## src/rtl/di_router_pkg.sv

```systemverilog
// -----------------------------------------------------------------------------
// di_router_pkg
// Shared definitions for the device-interface terminal router:
//   - di_state_e        : router FSM state encoding
//   - DI_STATUS_*       : transfer status words reported to the host
//   - DI_ABORT_DATA     : read data returned while a transfer is aborted
//   - di_idx_width()    : width of a channel index for a given channel count
// No ports (package).
// -----------------------------------------------------------------------------
package di_router_pkg;

    typedef enum logic [2:0] {
        ST_IDLE     = 3'd0,
        ST_READ     = 3'd1,
        ST_WRITE    = 3'd2,
        ST_ABORT    = 3'd3,
        ST_UNMAPPED = 3'd4
    } di_state_e;

    localparam logic [15:0] DI_STATUS_OK      = 16'h0000;
    localparam logic [15:0] DI_STATUS_UNDEF   = 16'hFFFF;
    localparam logic [15:0] DI_STATUS_TIMEOUT = 16'hFFFE;
    localparam logic [15:0] DI_ABORT_DATA     = 16'hDEAD;
    localparam logic [15:0] DI_IDLE_DATA      = 16'h0000;

    // A single channel still needs a 1-bit index so vectors never collapse to zero width.
    function automatic int di_idx_width(input int n);
        return (n > 1) ? $clog2(n) : 1;
    endfunction

endpackage

```

## src/rtl/di_term_router_if.sv

```systemverilog
// -----------------------------------------------------------------------------
// di_term_router_if
// FX2 device-interface (di_*) bus between the host side and the router.
// Modports:
//   master : host side; drives address/length/data/strobes, receives returns
//   slave  : router side; consumes terminal address and strobes, drives returns
//   term   : terminal blocks; register address, length and write data are
//            broadcast to every terminal straight from the bus
// -----------------------------------------------------------------------------
interface di_term_router_if;

    logic [15:0] di_term_addr;
    logic [31:0] di_reg_addr;
    logic [31:0] di_len;
    logic [15:0] di_reg_datai;
    logic        di_read_mode;
    logic        di_read_req;
    logic        di_read;
    logic        di_write_mode;
    logic        di_write;
    logic [15:0] di_reg_datao;
    logic        di_read_rdy;
    logic        di_write_rdy;
    logic [15:0] di_transfer_status;

    modport master (
        output di_term_addr, di_reg_addr, di_len, di_reg_datai,
        output di_read_mode, di_read_req, di_read, di_write_mode, di_write,
        input  di_reg_datao, di_read_rdy, di_write_rdy, di_transfer_status
    );

    modport slave (
        input  di_term_addr,
        input  di_read_mode, di_read_req, di_read, di_write_mode, di_write,
        output di_reg_datao, di_read_rdy, di_write_rdy, di_transfer_status
    );

    modport term (
        input  di_term_addr, di_reg_addr, di_len, di_reg_datai
    );

endinterface

```

## src/rtl/di_addr_decode.sv

```systemverilog
// -----------------------------------------------------------------------------
// di_addr_decode
// Combinational priority match of a 16-bit address against a flattened table
// of NUM_TERMS addresses (entry i = TERM_ADDRS[16i+15:16i]). When several
// entries match, the lowest index wins.
// Ports:
//   addr [15:0]     in  : address to decode
//   hit             out : at least one entry matched
//   idx [IDX_W-1:0] out : lowest matching index (0 when no hit)
// -----------------------------------------------------------------------------
module di_addr_decode
    import di_router_pkg::*;
#(
    parameter int                      NUM_TERMS  = 4,
    parameter int                      IDX_W      = 2,
    parameter logic [NUM_TERMS*16-1:0] TERM_ADDRS = {16'h0003, 16'h0002, 16'h0001, 16'h0000}
) (
    input  logic [15:0]      addr,
    output logic             hit,
    output logic [IDX_W-1:0] idx
);

    // Scan from the highest index down so the lowest match overwrites last.
    always_comb begin
        hit = 1'b0;
        idx = {IDX_W{1'b0}};
        for (int i = NUM_TERMS - 1; i >= 0; i--) begin
            hit = hit | (addr == TERM_ADDRS[16*i +: 16]);
            idx = (addr == TERM_ADDRS[16*i +: 16]) ? i[IDX_W-1:0] : idx;
        end
    end

endmodule

```

## src/rtl/di_term_router.sv

```systemverilog
// -----------------------------------------------------------------------------
// di_term_router
// Routes the FX2 device-interface port to one of NUM_TERMS terminal blocks.
// On a rising read/write mode in IDLE the terminal address is decoded and the
// channel index latched into sel for the whole transfer; strobes are gated to
// that channel only and its returns are muxed back with no added latency.
// Unmapped addresses are answered locally (UNDEF_DATA, status 16'hFFFF).
//
// Optional feature macro: DI_ROUTER_TIMEOUT_EN
//   defined   : per-transfer stall watchdog; after TIMEOUT_CYCLES stalled clocks
//               the transfer is aborted (data 16'hDEAD, status 16'hFFFE) until
//               the active mode falls.
//   undefined : no watchdog, READ/WRITE wait indefinitely.
//
// Ports:
//   ifclk, reset               : interface clock, async active-high reset
//   di (slave modport)         : host-side device-interface bus
//   ch_read_mode/req/read      : gated read strobes, one bit per channel
//   ch_write_mode/write        : gated write strobes, one bit per channel
//   ch_reg_datao, ch_transfer_status : per-channel 16-bit returns (flattened)
//   ch_read_rdy, ch_write_rdy  : per-channel ready flags
//   busy                       : router is not IDLE
// -----------------------------------------------------------------------------
module di_term_router
    import di_router_pkg::*;
#(
    parameter int                      NUM_TERMS      = 4,
    parameter logic [NUM_TERMS*16-1:0] TERM_ADDRS     = {16'h0003, 16'h0002, 16'h0001, 16'h0000},
    parameter int                      TIMEOUT_CYCLES = 4096,
    parameter logic [15:0]             UNDEF_DATA     = 16'hAAAA
) (
    input  logic                      ifclk,
    input  logic                      reset,
    di_term_router_if.slave           di,
    output logic [NUM_TERMS-1:0]      ch_read_mode,
    output logic [NUM_TERMS-1:0]      ch_read_req,
    output logic [NUM_TERMS-1:0]      ch_read,
    output logic [NUM_TERMS-1:0]      ch_write_mode,
    output logic [NUM_TERMS-1:0]      ch_write,
    input  logic [NUM_TERMS*16-1:0]   ch_reg_datao,
    input  logic [NUM_TERMS-1:0]      ch_read_rdy,
    input  logic [NUM_TERMS-1:0]      ch_write_rdy,
    input  logic [NUM_TERMS*16-1:0]   ch_transfer_status,
    output logic                      busy
);

    localparam int SEL_W = di_idx_width(NUM_TERMS);

    di_state_e        state_q, state_d;
    logic [SEL_W-1:0] sel_q, sel_d;
    logic             is_wr_q, is_wr_d;     // transfer direction, decides which mode ends it
    logic             rd_mode_q, wr_mode_q; // previous mode levels for edge detection

    logic             dec_hit_s;
    logic [SEL_W-1:0] dec_idx_s;
    logic             rd_rise_s, wr_rise_s, active_mode_s, timeout_s;
    logic [15:0]      sel_datao_s, sel_status_s;
    logic             sel_rd_rdy_s, sel_wr_rdy_s;

    di_addr_decode #(
        .NUM_TERMS  (NUM_TERMS),
        .IDX_W      (SEL_W),
        .TERM_ADDRS (TERM_ADDRS)
    ) u_decode (
        .addr (di.di_term_addr),
        .hit  (dec_hit_s),
        .idx  (dec_idx_s)
    );

    // Return mux from the latched channel index.
    always_comb begin
        sel_datao_s  = 16'h0000;
        sel_status_s = 16'h0000;
        sel_rd_rdy_s = 1'b0;
        sel_wr_rdy_s = 1'b0;
        for (int i = 0; i < NUM_TERMS; i++) begin
            sel_datao_s  = (sel_q == i[SEL_W-1:0]) ? ch_reg_datao[16*i +: 16]       : sel_datao_s;
            sel_status_s = (sel_q == i[SEL_W-1:0]) ? ch_transfer_status[16*i +: 16] : sel_status_s;
            sel_rd_rdy_s = (sel_q == i[SEL_W-1:0]) ? ch_read_rdy[i]                 : sel_rd_rdy_s;
            sel_wr_rdy_s = (sel_q == i[SEL_W-1:0]) ? ch_write_rdy[i]                : sel_wr_rdy_s;
        end
    end

`ifdef DI_ROUTER_TIMEOUT_EN
    logic [15:0] cnt_q, cnt_d;
    logic        stall_s;

    // Watchdog: count consecutive cycles with a request pending and the terminal not ready.
    always_comb begin
        case (state_q)
            ST_READ:  stall_s = (di.di_read_req | di.di_read) & ~sel_rd_rdy_s;
            ST_WRITE: stall_s = di.di_write & ~sel_wr_rdy_s;
            default:  stall_s = 1'b0;
        endcase
        if (!stall_s) begin
            cnt_d = 16'h0000;
        end else if (cnt_q == 16'hFFFF) begin
            cnt_d = cnt_q;
        end else begin
            cnt_d = cnt_q + 16'h0001;
        end
        // Abort on the edge at which the count reaches the limit.
        timeout_s = stall_s & (cnt_d == TIMEOUT_CYCLES[15:0]);
    end

    // Watchdog counter register.
    always_ff @(posedge ifclk or posedge reset) begin
        if (reset) begin
            cnt_q <= 16'h0000;
        end else begin
            cnt_q <= cnt_d;
        end
    end
`else
    logic [15:0] unused_timeout_s;
    assign unused_timeout_s = TIMEOUT_CYCLES[15:0];
    assign timeout_s        = 1'b0;
`endif

    assign rd_rise_s     = di.di_read_mode & ~rd_mode_q;
    assign wr_rise_s     = di.di_write_mode & ~wr_mode_q;
    assign active_mode_s = is_wr_q ? di.di_write_mode : di.di_read_mode;

    // Next-state logic; the opposite mode is ignored until the router is back in IDLE.
    always_comb begin
        state_d = state_q;
        sel_d   = sel_q;
        is_wr_d = is_wr_q;
        case (state_q)
            ST_IDLE: begin
                if (rd_rise_s) begin
                    is_wr_d = 1'b0;
                    sel_d   = dec_hit_s ? dec_idx_s : sel_q;
                    state_d = dec_hit_s ? ST_READ : ST_UNMAPPED;
                end else if (wr_rise_s) begin
                    is_wr_d = 1'b1;
                    sel_d   = dec_hit_s ? dec_idx_s : sel_q;
                    state_d = dec_hit_s ? ST_WRITE : ST_UNMAPPED;
                end else begin
                    state_d = ST_IDLE;
                end
            end
            ST_READ, ST_WRITE: begin
                if (!active_mode_s) begin
                    state_d = ST_IDLE;
                end else if (timeout_s) begin
                    state_d = ST_ABORT;
                end else begin
                    state_d = state_q;
                end
            end
            ST_ABORT, ST_UNMAPPED: begin
                if (!active_mode_s) begin
                    state_d = ST_IDLE;
                end else begin
                    state_d = state_q;
                end
            end
            default: begin
                state_d = ST_IDLE;
            end
        endcase
    end

    // State, selected channel and mode-edge registers.
    always_ff @(posedge ifclk or posedge reset) begin
        if (reset) begin
            state_q   <= ST_IDLE;
            sel_q     <= {SEL_W{1'b0}};
            is_wr_q   <= 1'b0;
            rd_mode_q <= 1'b0;
            wr_mode_q <= 1'b0;
        end else begin
            state_q   <= state_d;
            sel_q     <= sel_d;
            is_wr_q   <= is_wr_d;
            rd_mode_q <= di.di_read_mode;
            wr_mode_q <= di.di_write_mode;
        end
    end

    // Strobe gating and host returns; strobes depend on the registered state so reset clears them at once.
    always_comb begin
        ch_read_mode          = {NUM_TERMS{1'b0}};
        ch_read_req           = {NUM_TERMS{1'b0}};
        ch_read               = {NUM_TERMS{1'b0}};
        ch_write_mode         = {NUM_TERMS{1'b0}};
        ch_write              = {NUM_TERMS{1'b0}};
        di.di_reg_datao       = DI_IDLE_DATA;
        di.di_read_rdy        = 1'b1;
        di.di_write_rdy       = 1'b1;
        di.di_transfer_status = DI_STATUS_OK;
        case (state_q)
            ST_READ: begin
                ch_read_mode[sel_q]   = di.di_read_mode;
                ch_read_req[sel_q]    = di.di_read_req;
                ch_read[sel_q]        = di.di_read;
                di.di_reg_datao       = sel_datao_s;
                di.di_read_rdy        = sel_rd_rdy_s;
                di.di_write_rdy       = sel_wr_rdy_s;
                di.di_transfer_status = sel_status_s;
            end
            ST_WRITE: begin
                ch_write_mode[sel_q]  = di.di_write_mode;
                ch_write[sel_q]       = di.di_write;
                di.di_reg_datao       = sel_datao_s;
                di.di_read_rdy        = sel_rd_rdy_s;
                di.di_write_rdy       = sel_wr_rdy_s;
                di.di_transfer_status = sel_status_s;
            end
            ST_UNMAPPED: begin
                di.di_reg_datao       = UNDEF_DATA;
                di.di_transfer_status = DI_STATUS_UNDEF;
            end
            ST_ABORT: begin
                di.di_reg_datao       = DI_ABORT_DATA;
                di.di_transfer_status = DI_STATUS_TIMEOUT;
            end
            default: begin
                di.di_reg_datao       = DI_IDLE_DATA;
                di.di_transfer_status = DI_STATUS_OK;
            end
        endcase
    end

    assign busy = (state_q != ST_IDLE);

endmodule

```

## src/flat_wrapper.sv

```systemverilog
// flat-port wrapper written by rule: the top's interface ports become plain ports
module di_term_router_flat import di_router_pkg::*;
#(
    parameter int                      NUM_TERMS      = 4,
    parameter logic [NUM_TERMS*16-1:0] TERM_ADDRS     = {16'h0003, 16'h0002, 16'h0001, 16'h0000},
    parameter int                      TIMEOUT_CYCLES = 4096,
    parameter logic [15:0]             UNDEF_DATA     = 16'hAAAA
)
  (ifclk, reset, ch_read_mode, ch_read_req, ch_read, ch_write_mode, ch_write, ch_reg_datao, ch_read_rdy, ch_write_rdy, ch_transfer_status, busy, di_di_term_addr, di_di_read_mode, di_di_read_req, di_di_read, di_di_write_mode, di_di_write, di_di_reg_datao, di_di_read_rdy, di_di_write_rdy, di_di_transfer_status);
  di_term_router_if di_i ();
  input  logic ifclk;
  input  logic reset;
  output logic [NUM_TERMS-1:0] ch_read_mode;
  output logic [NUM_TERMS-1:0] ch_read_req;
  output logic [NUM_TERMS-1:0] ch_read;
  output logic [NUM_TERMS-1:0] ch_write_mode;
  output logic [NUM_TERMS-1:0] ch_write;
  input  logic [NUM_TERMS*16-1:0] ch_reg_datao;
  input  logic [NUM_TERMS-1:0] ch_read_rdy;
  input  logic [NUM_TERMS-1:0] ch_write_rdy;
  input  logic [NUM_TERMS*16-1:0] ch_transfer_status;
  output logic busy;
  input wire logic [$bits(di_i.di_term_addr)-1:0] di_di_term_addr;
  input wire logic [$bits(di_i.di_read_mode)-1:0] di_di_read_mode;
  input wire logic [$bits(di_i.di_read_req)-1:0] di_di_read_req;
  input wire logic [$bits(di_i.di_read)-1:0] di_di_read;
  input wire logic [$bits(di_i.di_write_mode)-1:0] di_di_write_mode;
  input wire logic [$bits(di_i.di_write)-1:0] di_di_write;
  output wire logic [$bits(di_i.di_reg_datao)-1:0] di_di_reg_datao;
  output wire logic [$bits(di_i.di_read_rdy)-1:0] di_di_read_rdy;
  output wire logic [$bits(di_i.di_write_rdy)-1:0] di_di_write_rdy;
  output wire logic [$bits(di_i.di_transfer_status)-1:0] di_di_transfer_status;
  assign di_i.di_term_addr = di_di_term_addr;
  assign di_i.di_read_mode = di_di_read_mode;
  assign di_i.di_read_req = di_di_read_req;
  assign di_i.di_read = di_di_read;
  assign di_i.di_write_mode = di_di_write_mode;
  assign di_i.di_write = di_di_write;
  assign di_di_reg_datao = di_i.di_reg_datao;
  assign di_di_read_rdy = di_i.di_read_rdy;
  assign di_di_write_rdy = di_i.di_write_rdy;
  assign di_di_transfer_status = di_i.di_transfer_status;
  di_term_router #(.NUM_TERMS(NUM_TERMS), .TERM_ADDRS(TERM_ADDRS), .TIMEOUT_CYCLES(TIMEOUT_CYCLES), .UNDEF_DATA(UNDEF_DATA)) u_core (.ifclk(ifclk), .reset(reset), .di(di_i), .ch_read_mode(ch_read_mode), .ch_read_req(ch_read_req), .ch_read(ch_read), .ch_write_mode(ch_write_mode), .ch_write(ch_write), .ch_reg_datao(ch_reg_datao), .ch_read_rdy(ch_read_rdy), .ch_write_rdy(ch_write_rdy), .ch_transfer_status(ch_transfer_status), .busy(busy));
endmodule
```

## config.mk

```make
export PLATFORM = sky130hd
export DESIGN_NAME = di_term_router_flat
export DESIGN_NICKNAME = d
export VERILOG_FILES = /design/src/rtl/di_router_pkg.sv /design/src/rtl/di_term_router_if.sv /design/src/rtl/di_addr_decode.sv /design/src/rtl/di_term_router.sv /design/src/flat_wrapper.sv
export SDC_FILE = /design/constraint.sdc
export NUM_CORES = 1
export LEC_CHECK = 0
export BUFFER_PORTS_ARGS = -buffer_cell sky130_fd_sc_hd__buf_2
export CAP_MARGIN = 20
export CORE_AREA = 2 2 83 85
export DETAILED_ROUTE_END_ITERATION = 12
export DIE_AREA = 0 0 85 87
export GPL_ROUTABILITY_DRIVEN = 0
export GPL_TIMING_DRIVEN = 0
export PLACE_DENSITY = 0.65
export SETUP_SLACK_MARGIN = 0.1
export SYNTH_ARGS = -nofsm -noshare
export SYNTH_HDL_FRONTEND = slang
export SYNTH_SLANG_ARGS = --single-unit
```

## constraint.sdc

```tcl
create_clock -name ifclk -period 4.8 [get_ports ifclk]
set_clock_uncertainty 0.2 [all_clocks]
set_input_delay 0.48 -clock ifclk [delete_from_list [all_inputs] [get_ports ifclk]]
set_output_delay 0.48 -clock ifclk [all_outputs]
set_load 0.02 [all_outputs]
```

==> impl_metrics.tcl <==
set metrics [dict create \
    ys.flop_type "dfrtp_1" \
    io-pin-count 214 \
    cts_tree "built" \
    synth_area_sq_um 1740 \
    yosys.area.top_type_share_pct 35.0 \
    cts_buffers 3 \
    layout_common_cells "219 x buf_2, 27 x mux4_2, 26 x inv_1" \
    clkSlewWorstSetupHoldPaths_ps 40 \
    clk_latency_ps 230 \
    vias 2351 \
    grt_usage_pct 17.7 \
    slowest_delay_ps 380 \
    status "finished clean" \
    syn_avg_cell_area_sq_um 9.24 \
    grt-ovfl-total 0 \
    synth_edf_count 0 \
    firstDrtPassIters 4 \
    area_delta_synth_final_pct 70.1 \
    crit_type "reg2out" \
    final_util_pct 45.0 \
    start_kind "flop" \
    worst_ep_required_time_ps 4120 \
    start_util_pct 26.4 \
    filler_cell_count 675 \
    ys_warn_count 0 \
    synth_area_leaders "mux4_2 35%, dfrtp_1 12%, mux4_1 11%" \
    final.setup.tns_ps 0 \
    fin_crit_sh_pct 54.6 \
    wl_per_cell_um 14.4 \
    maxCapViolCount 0 \
    yosys.area.top_type "mux4_2" \
    timing.final.ws_setup_ps 2180 \
    vdd_ir_drop_max_uv 126 \
    grt_max_degree 11 \
    grt_pass1_wl_um 10500 \
    die_y_um 87 \
    cts_sinks 8 \
    hp-class "in2reg" \
    ant_nets 0 \
    wl_um 7000 \
    grt_setup_unrepaired "no" \
    drc 0 \
    cts.repair.resized 0 \
    crit_fanout 10 \
    fin_nets 566 \
    p_leak_uw 0.00156 \
    rows 30 \
    slowest_stage "clkbuf_1" \
    die_x_um 85 \
    portBuffers 213 \
    final_common_cell "buf_2" \
    ys_seq_area_share_pct 11.5 \
    antenna_found_initial 1 \
    drt_iter0_markers 44 \
    antenna_cells 0 \
    maxSlewHeadroom_pct 70.7 \
    ys_async_sr_fraction_pct 100 \
    post-cts-setup-buffer-count 0 \
    holdBufCountCts 1 \
    synth_cell_types 28 \
    grt_pass1_vias 2231 \
    root_buffer "clkbuf_8" \
    die_area_sq_um 7400 \
    htreeDepth 1 \
    multi_input_area_sq_um 1330 \
    crit_chain "buf_6 -> xor2_1 -> nand2b_1 -> clkbuf_1 -> o21ai_1 -> buf_2" \
    vias_per_cell 4.85 \
    fmax_ghz 0.381 \
    numPlacedInstances 481 \
    powerDensity_nw_per_um2 197 \
    setup_viol 0 \
    hold_viol 0 \
    fin_cells 485 \
    cts_buffer_depth 2 \
    hold_ws_ps 201 \
    min_period_ps 2620 \
    post-place-ws_ps 2420 \
    max_slew.worst_pin.slew_ps 439 \
    drv_slew 0 \
    synth-seq-cells 8 \
    crit_arrival_ps 1940 \
    core_area_sq_um 6570 \
    endpoint_kind "output port" \
    seq_area_sq_um 200 \
    synthCells 188 \
    final_layout_size_suffix_gt1_share_pct 63.5 \
    syn_nets 347 \
    hpwl_um 6200 \
]
## stage by stage
step / cell area (sq um) / power [uW]
finish: 2950 / 583
floorplan: 1740 / 326
global route: 2950 / 627
detailed placement: 2900 / 508
CTS: 2950 / 589
global placement: 2900 / 503
## where the power goes
part | internal [uW] | switching (uW)
registers | 76.3 | 4.33
logic | 169 | 256
clock network | 54.1 | 24.0
total | 299 | 284
## logic make-up after synthesis
logic type / synth area share, %
flip-flops: 11.5
buffers and inverters: 12.2
multiplexers: 47.5
XOR/XNOR: 0.504
AND/OR/NAND/NOR: 16.0
AO/OA/AOI/OAI: 12.3
## registers in the layout, indices dropped and copies added (netlist names)
| signal | flops |
|---|---|
| u_core.sel_q | 2 |
| u_core.is_wr_q | 1 |
| u_core.wr_mode_q | 1 |
| u_core.state_q | 3 |
| u_core.rd_mode_q | 1 |
## final cells by class
| class | count | area share [%] |
|---|---|---|
| multi-input cells | 137 | 44.9 |
| repair buffers | 214 | 36.4 |
| flip-flops and latches | 8 | 6.78 |
| plain buffers | 17 | 3.85 |
| well taps | 80 | 3.39 |
| inverters | 26 | 3.30 |
| clock buffers | 3 | 1.40 |
## cells in the mapped netlist (2+ instances only)
master,number
mux2_2,2
o21ai_0,8
nand2_1,16
a21oi_1,7
or2_1,2
buf_6,3
clkbuf_1,6
nand2b_1,5
nor2b_1,5
o22ai_1,2
o21ai_1,22
inv_1,26
nor2_1,19
mux4_1,7
dfrtp_1,8
mux4_2,27
nor3_1,5
buf_2,6
nor4_1,3
## path summary, 6_finish.rpt
check | start | endpoint | slack, ps | depth (start not counted)
worst min-delay path | di_di_read_mode | u_core.rd_mode_q | 200 | 1
worst max register to register | u_core.state_q[2] | u_core.sel_q[0] | 2970 | 5
worst max-delay path | u_core.state_q[1] | di_di_transfer_status[3] | 2180 | 6
min in group asynchronous | reset | u_core.wr_mode_q | 540 | 3
max in group asynchronous | reset | u_core.is_wr_q | 3630 | 3
worst min register to register | u_core.rd_mode_q | u_core.is_wr_q | 350 | 2
## critical path: cells and delay by family, from the launching register on
family	cells	cell delay, ps
buffers and inverters	3	710
flip-flops	1	360
XOR/XNOR	1	150
AO/OA/AOI/OAI	1	140
AND/OR/NAND/NOR	1	340
## layer usage
metal  wire length [um]  vias up  part of all wire [%]  track usage [%]
met2               3560      104                    51             31.7
met5                 13        -                  0.19                0
met1               2880     1102                    41             22.8
met3                501        6                   7.2             3.13
met4                 39        2                  0.56             2.60
li1                   -     1137                     -                -
Note: power is estimated with default switching activity, not from simulation.
